[config.mk]
export PLATFORM = sky130hd
export DESIGN_NAME = alu_seq
export DESIGN_NICKNAME = d
export VERILOG_FILES = /design/src/rtl/alu_seq.sv
export SDC_FILE = /design/constraint.sdc
export NUM_CORES = 1
export LEC_CHECK = 0
export ABC_AREA = 0
export CAP_MARGIN = 30
export CORE_MARGIN = 2
export CORE_UTILIZATION = 39
export CTS_CLUSTER_DIAMETER = 120
export CTS_CLUSTER_SIZE = 14
export DETAILED_ROUTE_END_ITERATION = 6
export SLEW_MARGIN = 20
export SYNTH_ARGS = -nofsm -noshare
export SYNTH_HDL_FRONTEND = slang
export SYNTH_SLANG_ARGS = --single-unit
[constraint.sdc]
create_clock -name clk -period 6.8 [get_ports clk]
set_input_delay 2.04 -clock clk [delete_from_list [all_inputs] [get_ports clk]]
set_output_delay 2.04 -clock clk [all_outputs]
set_load 0.02 [all_outputs]
[src/rtl/alu_seq.sv]
// Sequential ALU with a valid/ready handshake. Shifts iterate one bit per cycle
// and multiply is shift-add over N cycles; the accept edge performs the first iteration.
module alu_seq #(
   parameter int N = 4
) (
   input  logic         clk,
   input  logic         rst,
   input  logic         in_valid,
   output logic         in_ready,
   input  logic [N-1:0] a,
   input  logic [N-1:0] b,
   input  logic [3:0]   sel,
   output logic         out_valid,
   input  logic         out_ready,
   output logic [N-1:0] result,
   output logic [3:0]   flags,
   output logic         err
);
   localparam int SW = $clog2(N);
   localparam int CW = SW + 1;

   localparam logic [3:0] OP_NOT = 4'b0000;
   localparam logic [3:0] OP_AND = 4'b0001;
   localparam logic [3:0] OP_OR  = 4'b0010;
   localparam logic [3:0] OP_XOR = 4'b0011;
   localparam logic [3:0] OP_SHR = 4'b0100;
   localparam logic [3:0] OP_SHL = 4'b0101;
   localparam logic [3:0] OP_ASR = 4'b0110;
   localparam logic [3:0] OP_ROL = 4'b0111;
   localparam logic [3:0] OP_ADD = 4'b1000;
   localparam logic [3:0] OP_SUB = 4'b1001;
   localparam logic [3:0] OP_MUL = 4'b1010;
   localparam logic [3:0] OP_CMP = 4'b1011;

   typedef enum logic [1:0] {IDLE, BUSY, DONE} state_t;

   state_t         state;
   logic [3:0]     op_r;
   logic [N-1:0]   sh_r;
   logic [2*N-1:0] acc_r;
   logic [2*N-1:0] mc_r;
   logic [N-1:0]   mp_r;
   logic [CW-1:0]  cnt_r;

   logic [3:0]     cur_op;
   logic [N-1:0]   cur_sh;
   logic [2*N-1:0] cur_acc;
   logic [2*N-1:0] cur_mc;
   logic [N-1:0]   cur_mp;
   logic [CW-1:0]  cur_cnt;
   logic [N-1:0]   nxt_sh;
   logic [2*N-1:0] nxt_acc;
   logic           out_bit;
   logic           last;
   logic           multi;
   logic [N-1:0]   fin_result;
   logic [3:0]     fin_flags;

   logic [N:0]     sum;
   logic [N:0]     diff;
   logic [N-1:0]   sc_result;
   logic [N-1:0]   sc_zsrc;
   logic           sc_c;
   logic           sc_v;
   logic           sc_err;
   logic [3:0]     sc_flags;

   // Iteration datapath: in IDLE it works straight off the inputs so the accept edge
   // already performs iteration one; in BUSY it works off the saved registers.
   always_comb begin
      cur_op  = (state == IDLE) ? sel : op_r;
      cur_sh  = (state == IDLE) ? a : sh_r;
      cur_acc = (state == IDLE) ? '0 : acc_r;
      cur_mc  = (state == IDLE) ? {{N{1'b0}}, a} : mc_r;
      cur_mp  = (state == IDLE) ? b : mp_r;
      if (state == IDLE)
         cur_cnt = (sel == OP_MUL) ? CW'(N) : {1'b0, b[SW-1:0]};
      else
         cur_cnt = cnt_r;
      multi = (sel == OP_MUL) ||
              ((sel[3:2] == 2'b01) && (b[SW-1:0] != '0));

      nxt_sh  = cur_sh;
      out_bit = 1'b0;
      case (cur_op)
         OP_SHR: begin nxt_sh = {1'b0, cur_sh[N-1:1]};         out_bit = cur_sh[0];   end
         OP_SHL: begin nxt_sh = {cur_sh[N-2:0], 1'b0};         out_bit = cur_sh[N-1]; end
         OP_ASR: begin nxt_sh = {cur_sh[N-1], cur_sh[N-1:1]};  out_bit = cur_sh[0];   end
         OP_ROL: begin nxt_sh = {cur_sh[N-2:0], cur_sh[N-1]};  out_bit = 1'b0;        end
         default: ;
      endcase
      nxt_acc = cur_acc + (cur_mp[0] ? cur_mc : '0);
      last    = (cur_cnt == CW'(1));

      if (cur_op == OP_MUL) begin
         fin_result = nxt_acc[N-1:0];
         fin_flags  = {nxt_acc[N-1], nxt_acc[N-1:0] == '0, 1'b0, nxt_acc[2*N-1:N] != '0};
      end else begin
         fin_result = nxt_sh;
         fin_flags  = {nxt_sh[N-1], nxt_sh == '0, out_bit, 1'b0};
      end
   end

   always_comb begin
      sum       = {1'b0, a} + {1'b0, b};
      diff      = {1'b0, a} - {1'b0, b};
      sc_result = '0;
      sc_c      = 1'b0;
      sc_v      = 1'b0;
      sc_err    = 1'b0;
      case (sel)
         OP_NOT: sc_result = ~a;
         OP_AND: sc_result = a & b;
         OP_OR:  sc_result = a | b;
         OP_XOR: sc_result = a ^ b;
         OP_SHR, OP_SHL, OP_ASR, OP_ROL: sc_result = a;
         OP_ADD: begin
            sc_result = sum[N-1:0];
            sc_c      = sum[N];
            sc_v      = (a[N-1] == b[N-1]) && (sum[N-1] != a[N-1]);
         end
         OP_SUB, OP_CMP: begin
            sc_result = (sel == OP_CMP) ? a : diff[N-1:0];
            sc_c      = diff[N];
            sc_v      = (a[N-1] != b[N-1]) && (diff[N-1] != a[N-1]);
         end
         default: sc_err = 1'b1;
      endcase
      sc_zsrc  = (sel == OP_CMP) ? diff[N-1:0] : sc_result;
      sc_flags = sc_err ? 4'b0000 : {sc_zsrc[N-1], sc_zsrc == '0, sc_c, sc_v};
   end

   always_ff @(posedge clk) begin
      if (rst) begin
         state     <= IDLE;
         in_ready  <= 1'b1;
         out_valid <= 1'b0;
         result    <= '0;
         flags     <= '0;
         err       <= 1'b0;
         op_r      <= '0;
         sh_r      <= '0;
         acc_r     <= '0;
         mc_r      <= '0;
         mp_r      <= '0;
         cnt_r     <= '0;
      end else begin
         case (state)
            IDLE: begin
               if (in_valid) begin
                  in_ready <= 1'b0;
                  op_r     <= sel;
                  if (!multi) begin
                     result    <= sc_result;
                     flags     <= sc_flags;
                     err       <= sc_err;
                     out_valid <= 1'b1;
                     state     <= DONE;
                  end else begin
                     sh_r  <= nxt_sh;
                     acc_r <= nxt_acc;
                     mc_r  <= cur_mc << 1;
                     mp_r  <= cur_mp >> 1;
                     cnt_r <= cur_cnt - CW'(1);
                     if (last) begin
                        result    <= fin_result;
                        flags     <= fin_flags;
                        err       <= 1'b0;
                        out_valid <= 1'b1;
                        state     <= DONE;
                     end else begin
                        state <= BUSY;
                     end
                  end
               end
            end
            BUSY: begin
               sh_r  <= nxt_sh;
               acc_r <= nxt_acc;
               mc_r  <= cur_mc << 1;
               mp_r  <= cur_mp >> 1;
               cnt_r <= cur_cnt - CW'(1);
               if (last) begin
                  result    <= fin_result;
                  flags     <= fin_flags;
                  err       <= 1'b0;
                  out_valid <= 1'b1;
                  state     <= DONE;
               end
            end
            DONE: begin
               if (out_ready) begin
                  out_valid <= 1'b0;
                  in_ready  <= 1'b1;
                  state     <= IDLE;
               end
            end
            default: state <= IDLE;
         endcase
      end
   end
endmodule

Word-level counts from Yosys, hierarchy flattened. Index checks and enable logic that the tools add are counted.

Add/subtract/negate cells: 4. Eq/ne operators: 28. Muxes and demuxes: 60. Bitwise operators: 4. Reductions and logical operators: 24.

Operator list (count): $mux 4 (18); $mux 8 (7); $eq 4x3->1 const B (8); $pmux 4 s2 (4); $pmux 8 s2 (2); $pmux 4 s7 (1); $eq 4x4->1 const B (5); $logic_not 4->1 (4); $pmux 4 s4 (1); $mux 3 (4); $reduce_and 3->1 (4); $reduce_or 11->1 (1); $mux 1 (10); $mux 2 (5); $pmux 1 s2 (5); $add 8x8->8 (1); $eq 4x2->1 const B (2); $ne 2x2->1 const B (4); $pmux 2 s3 (1); $pmux 3 s2 (1); $reduce_bool 2->1 (3); $add 4x4->5 (1); $sub 4x4->5 (1); $and 4x4->4 (1); 19 further kinds (26).

Register bits after elaboration: 44. Output and inout bits: 11.

Logic depth before layout (Yosys ltp). Gate-level depths: netlist (run 1).

Depth in word-level cells: 10. Mapped depth: 15. Gate-level depth less buffers: 12.

Least setup slack after synthesis (run 1). No wires, ideal clock.

Kind: input to register. From: input b[0]. To: register flags[0]. Arrival: 3951 ps. Required time: 6725 ps. Path slack: 2774 ps. Stages on the path: 9. Buffers on the path: 0. Path through: mux2i_1 > nor2_1 > ha_1 > and3_1 > o21ai_0 > or4b_1 > o311ai_0 > nor4_1 > o22ai_1.

Longest elaborated chain between the ends: 9. Elaborated cells between the ends (all ways): 23.

RTL lines: start, declared (RTL line 11) `input logic [N-1:0] b,`; $mux 4 (RTL line 75) `cur_mp = (state == IDLE) ? b : mp_r;`; $mux 8 (RTL line 92) `nxt_acc = cur_acc + (cur_mp[0] ? cur_mc : '0);`; $add 8x8->8 (RTL line 92); $reduce_bool 4->1 (RTL line 97) `fin_flags = {nxt_acc[N-1], nxt_acc[N-1:0] == '0, 1'b0, nxt_acc[2*N-1:N] != '0};`; $mux 4 (RTL line 95) `if (cur_op == OP_MUL) begin`; $mux 4 (RTL line 165, 183); $mux 4 (RTL line 153) `if (!multi) begin`; $mux 4 (RTL line 150) `if (in_valid) begin`; $pmux 4 s2 (*) (RTL line 148) `case (state)`; end signal, assigned (RTL line 155) `flags <= sc_flags;`; end signal, assigned (RTL line 167) `flags <= fin_flags;`; end signal, assigned (RTL line 185) `flags <= fin_flags;`; end, declared (RTL line 16) `output logic [3:0] flags,`.

Every way passes the cells marked *; elsewhere a longest branch is shown, timed or not. The select of a mux whose other input is x is not followed. A chain may end at the register's enable or synchronous reset.

Worst setup path after layout (run 1).
From: input sel[0]. To: register state[1].

Longest elaborated chain between the ends: 8. Elaborated cells between the ends (all ways): 11.

RTL lines: start, declared (RTL line 12) `input logic [3:0] sel,`; $eq 4x4->1 (*) (RTL line 77, 80); $mux 3 (RTL line 77) `cur_cnt = (sel == OP_MUL) ? CW'(N) : {1'b0, b[SW-1:0]};`; $mux 3 (RTL line 76) `if (state == IDLE)`; $eq 3x1->1 (RTL line 93) `last = (cur_cnt == CW'(1));`; $mux 2 (RTL line 165) `if (last) begin`; $mux 2 (RTL line 153); $mux 2 (RTL line 150); $pmux 2 s3 (RTL line 148); end signal, assigned (RTL line 158) `state <= DONE;`; end signal, assigned (RTL line 170) `state <= DONE;`; end signal, assigned (RTL line 172) `state <= BUSY;`; end, declared (RTL line 37) `state_t state;`.

Marked as above.

==> results of run 1 <==
## power by group through the flow
| stage | logic (mW) | clock network (mW) | registers, mW |
|---|---|---|---|
| 3_5_place_dp | 0.373 | 0 | 0.301 |
| 2_1_floorplan | 0.261 | 0 | 0.308 |
| 4_1_cts | 0.374 | 0.184 | 0.296 |
| 5_1_grt | 0.415 | 0.193 | 0.300 |
| 3_3_place_gp | 0.369 | 0 | 0.300 |
| 6_report | 0.376 | 0.180 | 0.296 |
## worst register-to-register path, delay by kind of cell (launching register included)
kind                     cells  cell delay [ns]
buffers and inverters        2             0.50
multiplexers                 1             0.60
flip-flops                   1             0.36
AO/OA/AOI/OAI                3             0.59
AND/OR/NAND/NOR              4             0.92
adder cells (fa/ha/maj)      2             0.50
## per-stage QoR
stage          power, mW  utilization, %
2_1_floorplan      0.569               -
3_3_place_gp       0.669            43.6
3_5_place_dp       0.674            43.6
4_1_cts            0.854            44.7
5_1_grt            0.908            44.7
6_report           0.851            44.7
## area by class of cell
type	instances	share of cell area [%]
Clock inverter	1	0.227
Clock buffer	7	2.24
Sequential cell	42	21.8
Multi-Input combinational cell	351	62.4
Tap cell	108	3.50
Inverter	22	2.14
Timing Repair Buffer	31	7.71
## registers in the layout, indices dropped and copies added (netlist names)
register / flops
acc_r: 8
cnt_r: 3
err: 1
flags: 4
in_ready: 1
mc_r: 7
mp_r: 3
op_r: 4
out_valid: 1
result: 4
sh_r: 4
state: 2
## cell families (layout without fill, tap and decap cells)
kind of cell               Yosys count  count (layout)  share of synthesized area, %
adders and majority gates           29              29                          11.2
and+or+nand+nor                    164             164                          24.6
AOI/OAI and AO/OA                  124             124                          24.3
DFF                                 42              42                          24.3
xor gates and xnor gates             8               8                          2.03
muxes                               26              26                          7.72
buffers and inverters               49              61                          5.83
## cells in the final DEF (no fill, tap or decap), drive strengths merged, types with 4 or more instances in the layout
master	n
ha	26
nand2	44
o21a	4
xnor2	6
nor3	17
a211oi	14
nand2b	8
nand3	12
a21o	5
a21oi	46
buf	5
o211ai	5
clkbuf	7
o21ai	14
nor2b	10
mux2i	21
mux2	5
nor2	38
nand3b	5
inv	22
clkdlybuf4s50	26
dfxtp	42
## final timing paths
path	slack, ns	to
max	1.90	state[1]
max reg2reg	3.25	flags[0]
min	0.45	acc_r[0]
min reg2reg	0.45	acc_r[0]
## routing by layer
metal | vias to the layer above | routed length (um) | global-route usage (%)
met2 | 69 | 4420 | 31.8
met3 | 18 | 316 | 3.22
met5 | - | 0 | 0
met4 | 0 | 235 | 5.88
met1 | 1549 | 4420 | 26.2
li1 | 1611 | - | -
==> flow_summary.ini, run 1 <==
[placed_design]
port-buffer-count = 26
dpl.hpwl_um = 6810
place_ws_ns = 1.61
dpl.cell_count = 554
routabilityCongestion = 0.902
dpl_cell_area_mm2 = 0.00377

[timing]
setup_ws_ns = 1.90
fin_hold_ws_ns = 0.450
finalCriticalPeriod_ns = 4.90
fin_setup_tns_ns = 0
fin_crit_sh_pct = 72.0
finalHoldViolations = 0
worst_pin_slew_ns = 0.907
setup_violations = 0
maxSlewHeadroom_pct = 39.3
slew_violations = 0
fmax_mhz = 204
rsz0062_at_grt = no
clock_skew_ns = 0.0116

[logic_synthesis]
yosys-top-cells-count = a21oi_1 (45), nand2_1 (44), dfxtp_1 (42)
synth_edf_count = 0
synth-main-ff-cell = dfxtp_1
synth_async_sr_flop_share_pct = 0
netlist.area_leader.share_pct = 24.3
synth-seq-cells = 42
syn_inst = 442
yosysWarnings = 0
synth.largest_area_cell = dfxtp_1
ys_types = 69
synth_area_per_cell_um2 = 7.81
synthesis.area_mm2 = 0.00345
post-synth-top-count-cell = a21oi_1
synth_area_leaders = dfxtp_1 (24%), ha_1 (9.4%), a21oi_1 (6.5%)
synth_seq_area_share_pct = 24.3
synth_nets = 487

[clocking]
clk_latency_ns = 0.31
cts_sinks = 42
cts_tree = built
cts.clk_slew.worst_paths_ns = 0.09
holdBufCountCts = 0
cts_setup_buffers = 0
cts_resized = 0
cts_root_buf = clkbuf_8
htreeDepth = 2
cts_buffers = 5
clk_path_buf_depth = 2

[layout]
area_growth_pct = 11.8
nNetsFinal = 498
fin_area_mm2 = 0.00386
drive_gt1_share_pct = 6.17
nFillCells = 890
multi_input_comb_area_mm2 = 0.00241
diodes = 0
fin_cells = 562
seq_area_um2 = 841

[critical_path]
crit_fanout = 24
crit_buf_inv = 2
path_common_cell = nor3_1
worstPathArrival_ns = 5.10
path_cells = clkdlybuf4s50_1, nor4bb_4, nor3_1, a21oi_1, inv_1, ha_1, o211ai_1, nand2b_1, a211oi_1, nor3_1
cp-end-kind = register
crit_start = sel[0]
slowest_delay_ns = 0.88
r2r_start = state[1]
r2r_cells = 12
worstSetupPathDepth = 10
critPathKind = in -> reg
path_delay_family = simple AND/OR/NAND/NOR gates
worstSetupStartpointType = input pin
cp_slowest_cell = clkdlybuf4s50_1
worst_ep_required_time_ns = 7.00

[grt]
grt_first_pass_wirelength_um = 15100
track_usage_pct = 19.4
grt.overflow.total = 0
grt_pass1_vias = 3025
antenna_found_initial = 0
grt_max_degree = 36

[pwr]
p_clk_share_pct = 21.1
ir_drop_mv = 0.0883
leakagePower_nw = 1.55
pwr-share-comb_pct = 44.2
pwr-share-seq_pct = 34.7
switching_share_pct = 40.6
internal-power_mw = 0.506
p_switching_mw = 0.346
p_per_area_mw_per_mm2 = 220

[floorplan]
core.rowCount = 34
start_util_pct = 40.0
die_h_um = 98.1
io_pins = 27
core_mm2 = 0.00864
die_w_um = 98.1
dieArea_mm2 = 0.00962

[routing]
wl_per_cell_um = 16.7
ant_nets = 0
drt_wl_total_um = 9390
drc = 0
routed-via-count = 3247
vias_per_cell = 5.78
drt-initial-drc-count = 196
dr.pass1.iters = 5

[job]
drv_cap = 0

[min_path]
hp-class = reg -> reg
holdPathStages = 2
min_from = acc_r[0]

[run_status]
status = complete, no violations
Note: power is estimated with default switching activity, not from simulation.
==> inputs of run 2 (changes only) <==
==> constraint.sdc (replaced) <==
create_clock -name clk -period 4.62 [get_ports clk]
set_input_delay 1.386 -clock clk [delete_from_list [all_inputs] [get_ports clk]]
set_output_delay 1.386 -clock clk [all_outputs]
set_load 0.02 [all_outputs]
==> flow_summary.ini, run 2 (synthesis results as in run 1) <==
[run_status]
status = complete, no violations

[min_path]
hp-class = reg -> reg

[routing]
routed-via-count = 3318
drc = 0
dr.pass1.iters = 4
drt-initial-drc-count = 149
wl_per_cell_um = 17.5
ant_nets = 0
vias_per_cell = 5.81
drt_wl_total_um = 9990

[pwr]
internal-power_mw = 0.848
ir_drop_mv = 0.127
switching_share_pct = 38.0
p_switching_mw = 0.520
p_clk_share_pct = 26.6
pwr-share-comb_pct = 41.6
leakagePower_nw = 1.61
total_power_mw = 1.37
p_per_area_mw_per_mm2 = 344
pwr-share-seq_pct = 31.8

[floorplan]
start_util_pct = 40.0
core_mm2 = 0.00864
die_w_um = 98.1
io_pins = 27
dieArea_mm2 = 0.00962
die_h_um = 98.1
core.rowCount = 34

[timing]
maxSlewHeadroom_pct = 43.6
worst_pin_slew_ns = 0.842
rsz0062_at_grt = no
setup_violations = 0
fin_setup_tns_ns = 0
slew_violations = 0
finalCriticalPeriod_ns = 3.97
fin_crit_sh_pct = 86.0
finalHoldViolations = 0
clock_skew_ns = 0.0104
fmax_mhz = 252

[layout]
drive_gt1_share_pct = 8.21
regMostFlops = acc_r
area_growth_pct = 15.0
final_cell_mix = a21oi_1 (45), nand2_1 (44), dfxtp_1 (42)
top_regs = acc_r: 8 flops, mc_r: 7 flops
fin_area_mm2 = 0.00397
multi_input_comb_area_mm2 = 0.00241
final_common_cell = a21oi_1
diodes = 0
largest_reg_flops = 8
final_core_util_pct = 46.0
seq_area_um2 = 841
nNetsFinal = 507
nFillCells = 883

[clocking]
cts_setup_buffers = 0
clk_latency_ns = 0.30
cts_root_buf = clkbuf_8
cts_buffers = 5
cts.clk_slew.worst_paths_ns = 0.08
clk_path_buf_depth = 2
cts_tree = built
holdBufCountCts = 0
cts_resized = 0
htreeDepth = 2
cts_sinks = 42

[critical_path]
worstSetupStartpointType = input pin
worstPathArrival_ns = 4.15
cp-end-kind = register
critPathKind = in -> reg
crit_fanout = 7
worst_ep_required_time_ns = 4.79

[placed_design]
dpl.hpwl_um = 7340
dpl_cell_area_mm2 = 0.00383
routabilityCongestion = 0.940
port-buffer-count = 26

[grt]
grt.overflow.total = 0
grt_max_degree = 35
grt_pass1_vias = 3206
antenna_found_initial = 0
track_usage_pct = 20.8
grt_first_pass_wirelength_um = 16200

[job]
drv_cap = 0
-- run 2: cell types whose count changed in the layout (fill, tap and decap cells not counted) --
cell       delta
clkbuf_8      -1
clkinv_4      +1
inv_6         -1
buf_4         +9
bufinv_16     +2
clkbuf_1      -1
-- run 2: power groups by stage --
stage               clock, mW  sequential, mW  combinational [mW]
finish                  0.364           0.435               0.569
CTS                     0.370           0.435               0.568
global placement            0           0.442               0.561
detailed placement          0           0.443               0.566
floorplan                   0           0.453               0.384
global route            0.385           0.442               0.626
-- run 2: per-stage QoR --
step / setup WS (ns) / hold slack [ns] / instances
after CTS: 0.603 / 0.458 / 571
after global placement: 0.444 / 0.438 / 563
after detailed placement: 0.286 / 0.446 / 563
after floorplan: 1.25 / 0.431 / 442
final: 0.646 / 0.454 / 571
after global routing: 0.351 / 0.480 / 571
-- run 2: layer usage --
metal	part of all wire, %	GRT usage [%]	up-vias
met5	0	0	-
met4	1.7	4.91	0
met3	3.4	2.93	15
met2	48	36.3	74
met1	47	27.1	1595
li1	-	-	1634
-- run 2: worst paths after layout --
kind,start,endpoint,slack [ns],depth (start not counted)
worst max-delay path,b[0],flags[0],0.65,11
worst min-delay path,acc_r[3],acc_r[3],0.45,2
worst max register to register,state[1],flags[0],1.46,12
worst min register to register,acc_r[3],acc_r[3],0.45,2
-- run 2: layout make-up --
| type | count | area share (%) |
|---|---|---|
| Sequential cell | 42 | 21.2 |
| Multi-Input combinational cell | 351 | 60.7 |
| Tap cell | 108 | 3.40 |
| Clock buffer | 5 | 1.73 |
| Clock inverter | 3 | 1.73 |
| Inverter | 22 | 2.08 |
| Timing Repair Buffer | 40 | 9.20 |
-- run 2: worst max-delay path, cell delays in order --
cell and delay [ns]:
clkdlybuf4s50_1 0.49, mux2i_1 0.50, nor2_1 0.12, and2_1 0.20
ha_1 0.32, inv_1 0.11, nor2_1 0.05, a221oi_1 0.27
o311ai_0 0.21, nor4_1 0.36, o22ai_1 0.13
==> inputs of run 3 (changes only) <==
--- a/config.mk
+++ b/config.mk
@@ -6,6 +6,7 @@
 export NUM_CORES = 1
 export LEC_CHECK = 0
 export ABC_AREA = 0
+export ABC_CLOCK_PERIOD_IN_PS = 4620
 export CAP_MARGIN = 30
 export CORE_MARGIN = 2
 export CORE_UTILIZATION = 39
==> results of run 3 <==
Final layout, timing and power as in run 2 (identical DEF).
